===== src/rtl/bcd_countdown_timer.sv =====
// Multi-digit BCD down-counter with tick prescaler and run/pause/done control.
// Define AUTO_RELOAD_EN to reload the stored preset on expiry instead of stopping.
module bcd_countdown_timer #(
    parameter int DIGITS  = 4,
    parameter int CLK_DIV = 50000
) (
    input  logic                  clk,
    input  logic                  clear_,
    input  logic [4*DIGITS-1:0]   load_val,
    input  logic                  load,
    input  logic                  start,
    input  logic                  pause,
    output logic [4*DIGITS-1:0]   count,
    output logic                  running,
    output logic                  done,
    output logic                  expired
);
    localparam int W  = 4*DIGITS;
    localparam int PW = (CLK_DIV > 2) ? $clog2(CLK_DIV) : 1;
    localparam logic [PW-1:0] PRESC_MAX = PW'(CLK_DIV-1);

    typedef enum logic [1:0] {IDLE, RUN, PAUSED, DONE} state_t;

    state_t          state, state_n;
    logic [W-1:0]    count_n, dec_val;
    logic [PW-1:0]   presc, presc_n;
    logic            expired_n, tick;
`ifdef AUTO_RELOAD_EN
    logic [W-1:0]    preset, preset_n;
`endif

    // Any nibble above 9 saturates to 9 so the count is always BCD-valid.
    function automatic logic [W-1:0] bcd_clamp(input logic [W-1:0] v);
        logic [W-1:0] r;
        for (int i = 0; i < DIGITS; i++)
            r[i*4 +: 4] = (v[i*4 +: 4] > 4'd9) ? 4'd9 : v[i*4 +: 4];
        return r;
    endfunction

    function automatic logic [W-1:0] bcd_dec(input logic [W-1:0] v);
        logic [W-1:0] r;
        logic         borrow;
        borrow = 1'b1;
        for (int i = 0; i < DIGITS; i++) begin
            r[i*4 +: 4] = v[i*4 +: 4];
            if (borrow) begin
                if (v[i*4 +: 4] == 4'd0) begin
                    r[i*4 +: 4] = 4'd9;
                end else begin
                    r[i*4 +: 4] = v[i*4 +: 4] - 4'd1;
                    borrow      = 1'b0;
                end
            end
        end
        return r;
    endfunction

    always_ff @(posedge clk or negedge clear_) begin
        if (!clear_) begin
            state   <= IDLE;
            count   <= '0;
            presc   <= '0;
            expired <= 1'b0;
`ifdef AUTO_RELOAD_EN
            preset  <= '0;
`endif
        end else begin
            state   <= state_n;
            count   <= count_n;
            presc   <= presc_n;
            expired <= expired_n;
`ifdef AUTO_RELOAD_EN
            preset  <= preset_n;
`endif
        end
    end

    always_comb begin
        state_n   = state;
        count_n   = count;
        presc_n   = presc;
        expired_n = 1'b0;
        tick      = (presc == PRESC_MAX);
        dec_val   = bcd_dec(count);
`ifdef AUTO_RELOAD_EN
        preset_n  = preset;
`endif
        // Load is only honoured outside RUN; in RUN, pause gets the next look.
        if (load && state != RUN) begin
            count_n = bcd_clamp(load_val);
            presc_n = '0;
            state_n = IDLE;
`ifdef AUTO_RELOAD_EN
            preset_n = bcd_clamp(load_val);
`endif
        end else if (pause && state == RUN) begin
            state_n = PAUSED;
        end else if (start && state != RUN) begin
            if (state != PAUSED)
                presc_n = '0;
            if (count != '0) begin
                state_n = RUN;
            end else begin
                state_n   = DONE;
                expired_n = 1'b1;
            end
        end else if (state == RUN) begin
            if (tick) begin
                presc_n = '0;
                count_n = dec_val;
                if (dec_val == '0) begin
                    expired_n = 1'b1;
`ifdef AUTO_RELOAD_EN
                    if (preset != '0)
                        count_n = preset;
                    else
                        state_n = DONE;
`else
                    state_n = DONE;
`endif
                end
            end else begin
                presc_n = presc + 1'b1;
            end
        end
    end

    always_comb begin
        running = (state == RUN);
        done    = (state == DONE);
    end
endmodule


===== config.mk =====
export PLATFORM = sky130hd
export DESIGN_NAME = bcd_countdown_timer
export DESIGN_NICKNAME = d
export VERILOG_FILES = /design/src/rtl/bcd_countdown_timer.sv
export SDC_FILE = /design/constraint.sdc
export NUM_CORES = 1
export LEC_CHECK = 0
export BUFFER_PORTS_ARGS = -buffer_cell sky130_fd_sc_hd__buf_2
export CAP_MARGIN = 5
export CORE_MARGIN = 10
export CORE_UTILIZATION = 55
export CTS_BUF_LIST = sky130_fd_sc_hd__clkbuf_16
export DETAILED_ROUTE_END_ITERATION = 16
export MAX_ROUTING_LAYER = met4
export PLACE_DENSITY = 0.77
export SLEW_MARGIN = 20
export SYNTH_ARGS = -nofsm -noshare
export SYNTH_HDL_FRONTEND = slang
export SYNTH_SLANG_ARGS = --single-unit

===== constraint.sdc =====
create_clock -name clk -period 2.1 [get_ports clk]
set_input_delay 0.42 -clock clk [delete_from_list [all_inputs] [get_ports clk]]
set_output_delay 0.42 -clock clk [all_outputs]
set_load 0.1 [all_outputs]

==> results.json <==
{
  "outcome": "complete, no violations",
  "worst_ir_drop_vdd_v": 0.000585,
  "post-route-worst-setup-slack_ns": 0.0599,
  "place.gp.congestion": 0.883,
  "fin_worst_hold_slack_ns": 0.0333,
  "ys_seq_elements": 35,
  "grtUsageTotal_pct": 17.0,
  "die_width_um": 82.1,
  "cts_tree": "built",
  "crit_path_end": "count[15]",
  "number_of_nets_at_the_end_of_the_flow": 316,
  "core.rowCount": 22,
  "seq_area_frac_synth_pct": 41.3,
  "rr_startpoint": "count[3]",
  "vias_after_detailed_routing": 2030,
  "grt_antenna_before_repair": 0,
  "clk_pin_slew_worst_paths_ns": 0.05,
  "wirelength_mm": 5.46,
  "setup.worst_path.start_class": "flip-flop",
  "p_leak_nw": 1.23,
  "power-per-cell-area_mw_per_mm2": 927,
  "timing_max_transition_violations_final": 0,
  "die_boundary_height_um": 82.1,
  "synthesized_area_fraction_occupied_by_ao_oa_aoi_and_oai_cells_pct": 13.7,
  "dieArea_mm2": 0.00674,
  "global_route_wire_length_before_repair_mm": 8.77,
  "reg2reg_slack_ns": 0.06,
  "drt-initial-drc-count": 182,
  "cts-root-to-sink-buffers": 2,
  "count_of_endpoints_failing_hold_in_the_final_timing_report": 0,
  "slew-limit-headroom_pct": 61.0,
  "fillers": 295,
  "postSynthAreaPerCell_um2": 9.02,
  "cp.arrival_ns": 2.23,
  "clock_insertion_delay_worst_skew_ns": 0.27,
  "detailed_place_hpwl_mm": 4.01,
  "preCtsSetupSlack_ns": -0.0216,
  "synth.net_count": 257,
  "coreArea_mm2": 0.00369,
  "cts_max_level": 2,
  "cp.required_ns": 2.29,
  "drcViolationCount": 0,
  "report.final.setup_viol": 0,
  "postSynthCellCount": 235,
  "yosysUniqueCellTypes": 49,
  "layout-area-overhead-vs-synth_pct": 26.3,
  "i_o_pin_count": 40,
  "placed_cells_incl_taps": 329,
  "final_min_period_over_clock_period_pct": 97.1,
  "worst_clock_skew_ns": 0.00438,
  "drv_cap": 0,
  "rr_endpoint": "count[15]",
  "path_max_fanout": 6,
  "cp-startpoint": "count[3]",
  "grt.overflow.total": 0,
  "minimum_period_implied_by_the_final_worst_setup_slack_ns": 2.04,
  "p_total_mw": 2.48,
  "number_of_global_route_vias_before_repair": 1781,
  "postRouteAntennaNets": 0,
  "antenna_cells": 0,
  "netlist_area_mm2": 0.00212,
  "drive_above_1_share_pct": 32.0,
  "post_drt_via_cell_ratio": 5.94,
  "number_of_port_buffers": 39,
  "final_cell_count_no_fill": 342,
  "synth_top_family_by_area": "simple AND/OR/NAND/NOR gates",
  "yosys_warnings": 0,
  "post_synth_fa_ha_maj_area_fraction_pct": 0.590,
  "grt_max_degree": 19,
  "timing_worst_setup_path_type": "reg2reg",
  "clock.fmax_mhz": 490,
  "avgRoutedWirePerCell_um": 16.0,
  "post_synth_mux_area_share_pct": 0.944,
  "detailedRoute.firstPassIterationCount": 5,
  "grt_setup_unrepaired": "yes",
  "cts_inserted_buffers": 5,
  "async_flop_share_pct": 100,
  "timing.critical_path.to_type": "flip-flop",
  "clock-sinks": 35,
  "synth_edf_count": 0,
  "start_util_pct": 57.5,
  "cts.root.buffer_cell": "sky130_fd_sc_hd__clkbuf_16",
  "synth-simple-area-share_pct": 32.9,
  "worstHoldPathType": "in2async",
  "postSynth.topFlopCell": "sky130_fd_sc_hd__dfrtp_1",
  "tns_setup_ns": 0,
  "synth_xor_area_share_pct": 7.43,
  "timing_worst_slew_pin_value_ns": 0.583,
  "reg2reg_depth": 5
}
==> timing repair <==
action | CTS | global route
hold buffers | 0 | 0
endpoints found under the hold margin | 0 | 0
gates resized for setup | 1 | 3
buffers inserted | 0 | 6
endpoints found under the setup margin | 3 | 7
pin swaps | 0 | 4
==> registers in the layout, indices dropped and copies added, names as in the netlist <==
name and cells:
expired 1, count 16, presc 16, state 2
==> per-layer routing <==
metal,GRT usage [%],routed length (um)
met5,-,0
met4,4.59,39
met3,4.86,488
met2,24.1,2410
met1,23.3,2520
==> synth_stat cells (4+ instances only) <==
cell	number	area (um^2)
sky130_fd_sc_hd__o31ai_1	5	37.5
sky130_fd_sc_hd__nor4_1	4	25.0
sky130_fd_sc_hd__nand4_1	12	75.1
sky130_fd_sc_hd__and3_1	6	37.5
sky130_fd_sc_hd__a31oi_1	8	50.1
sky130_fd_sc_hd__inv_1	5	18.8
sky130_fd_sc_hd__nand3_1	6	30.0
sky130_fd_sc_hd__nor3_1	5	25.0
sky130_fd_sc_hd__nor2_1	30	113
sky130_fd_sc_hd__nand2_1	14	52.6
sky130_fd_sc_hd__xor2_1	15	131
sky130_fd_sc_hd__dfrtp_1	35	876
sky130_fd_sc_hd__and2_1	5	31.3
sky130_fd_sc_hd__a21oi_1	10	50.1
sky130_fd_sc_hd__o21ai_0	15	75.1
sky130_fd_sc_hd__clkbuf_1	8	30.0
==> per-stage QoR <==
| step | utilization [%] | instance area, um^2 |
|---|---|---|
| 2_1_floorplan | - | 2150 |
| 3_3_place_gp | 67.5 | 2490 |
| 3_5_place_dp | 67.5 | 2490 |
| 4_1_cts | 71.1 | 2620 |
| 5_1_grt | 72.6 | 2680 |
| 6_report | 72.6 | 2680 |
==> area by class of cell <==
class	instances	area (um^2)	area share, %
inverter	5	18.8	0.701
tap	48	60.1	2.24
sequential	35	901	33.6
clock buffer	5	125	4.67
clock inverter	2	7.51	0.280
multi-input combinational	184	1190	44.4
timing repair buffer	63	375	14.0
==> kinds of logic after synthesis <==
kind of cell	after synthesis
AND/OR/NAND/NOR	116
XOR/XNOR	18
adder cells (fa/ha/maj)	1
flip-flops	35
AO/OA/AOI/OAI	47
buffers and inverters	16
multiplexers	2
==> worst max-delay path, stage by stage (launching register included) <==
cell	delay (ns)
sky130_fd_sc_hd__dfrtp_4	0.50
sky130_fd_sc_hd__nor4_4	0.37
sky130_fd_sc_hd__nand4_2	0.21
sky130_fd_sc_hd__or2_4	0.31
sky130_fd_sc_hd__or4_1	0.39
sky130_fd_sc_hd__a31oi_1	0.18
==> cell usage in the layout (no fill, tap or decap), types with 2 or more instances in the layout <==
cell type	netlist	routed
sky130_fd_sc_hd__buf_2	2	39
sky130_fd_sc_hd__nor2_1	30	30
sky130_fd_sc_hd__buf_4	1	24
sky130_fd_sc_hd__dfrtp_1	35	21
sky130_fd_sc_hd__o21ai_0	15	15
sky130_fd_sc_hd__xor2_1	15	15
sky130_fd_sc_hd__nand2_1	14	14
sky130_fd_sc_hd__nand4_1	12	12
sky130_fd_sc_hd__dfrtp_2	0	11
sky130_fd_sc_hd__a21oi_1	10	10
sky130_fd_sc_hd__a31oi_1	8	8
sky130_fd_sc_hd__inv_1	5	7
sky130_fd_sc_hd__and3_1	6	6
sky130_fd_sc_hd__nand3_1	6	6
sky130_fd_sc_hd__and2_1	5	5
sky130_fd_sc_hd__nor3_1	5	5
sky130_fd_sc_hd__o31ai_1	5	5
sky130_fd_sc_hd__clkbuf_16	0	5
sky130_fd_sc_hd__nor4_1	4	4
sky130_fd_sc_hd__nand3b_1	3	3
sky130_fd_sc_hd__and4b_1	3	3
sky130_fd_sc_hd__xnor2_1	3	3
sky130_fd_sc_hd__nor2b_1	3	3
sky130_fd_sc_hd__dfrtp_4	0	3
sky130_fd_sc_hd__nand2b_1	2	2
sky130_fd_sc_hd__or2_2	2	2
sky130_fd_sc_hd__nor4bb_1	3	2
sky130_fd_sc_hd__nor3b_1	2	2
sky130_fd_sc_hd__and4_1	3	2
sky130_fd_sc_hd__or4_1	2	2
sky130_fd_sc_hd__mux2i_1	2	2
sky130_fd_sc_hd__o31a_1	2	2
==> power by group <==
part | switching (mW) | internal [mW] | leakage, nW | total [mW]
Clock | 0.246 | 0.423 | 0.0723 | 0.668
Combinational | 0.735 | 0.199 | 0.718 | 0.934
Sequential | 0.114 | 0.765 | 0.436 | 0.879
Total | 1.10 | 1.39 | 1.23 | 2.48
==> worst min path at each step <==
stage          slack (ns)        to  cells past startpoint   start
6_report             0.03  presc[6]                      1  clear_
5_1_grt              0.05  presc[3]                      1  clear_
4_1_cts              0.04  presc[7]                      1  clear_
3_5_place_dp         0.32  presc[9]                      1  clear_
3_3_place_gp         0.32  presc[9]                      1  clear_
2_1_floorplan        0.12  count[0]                      0  clear_
No activity file was read; power rests on OpenSTA's default activity.
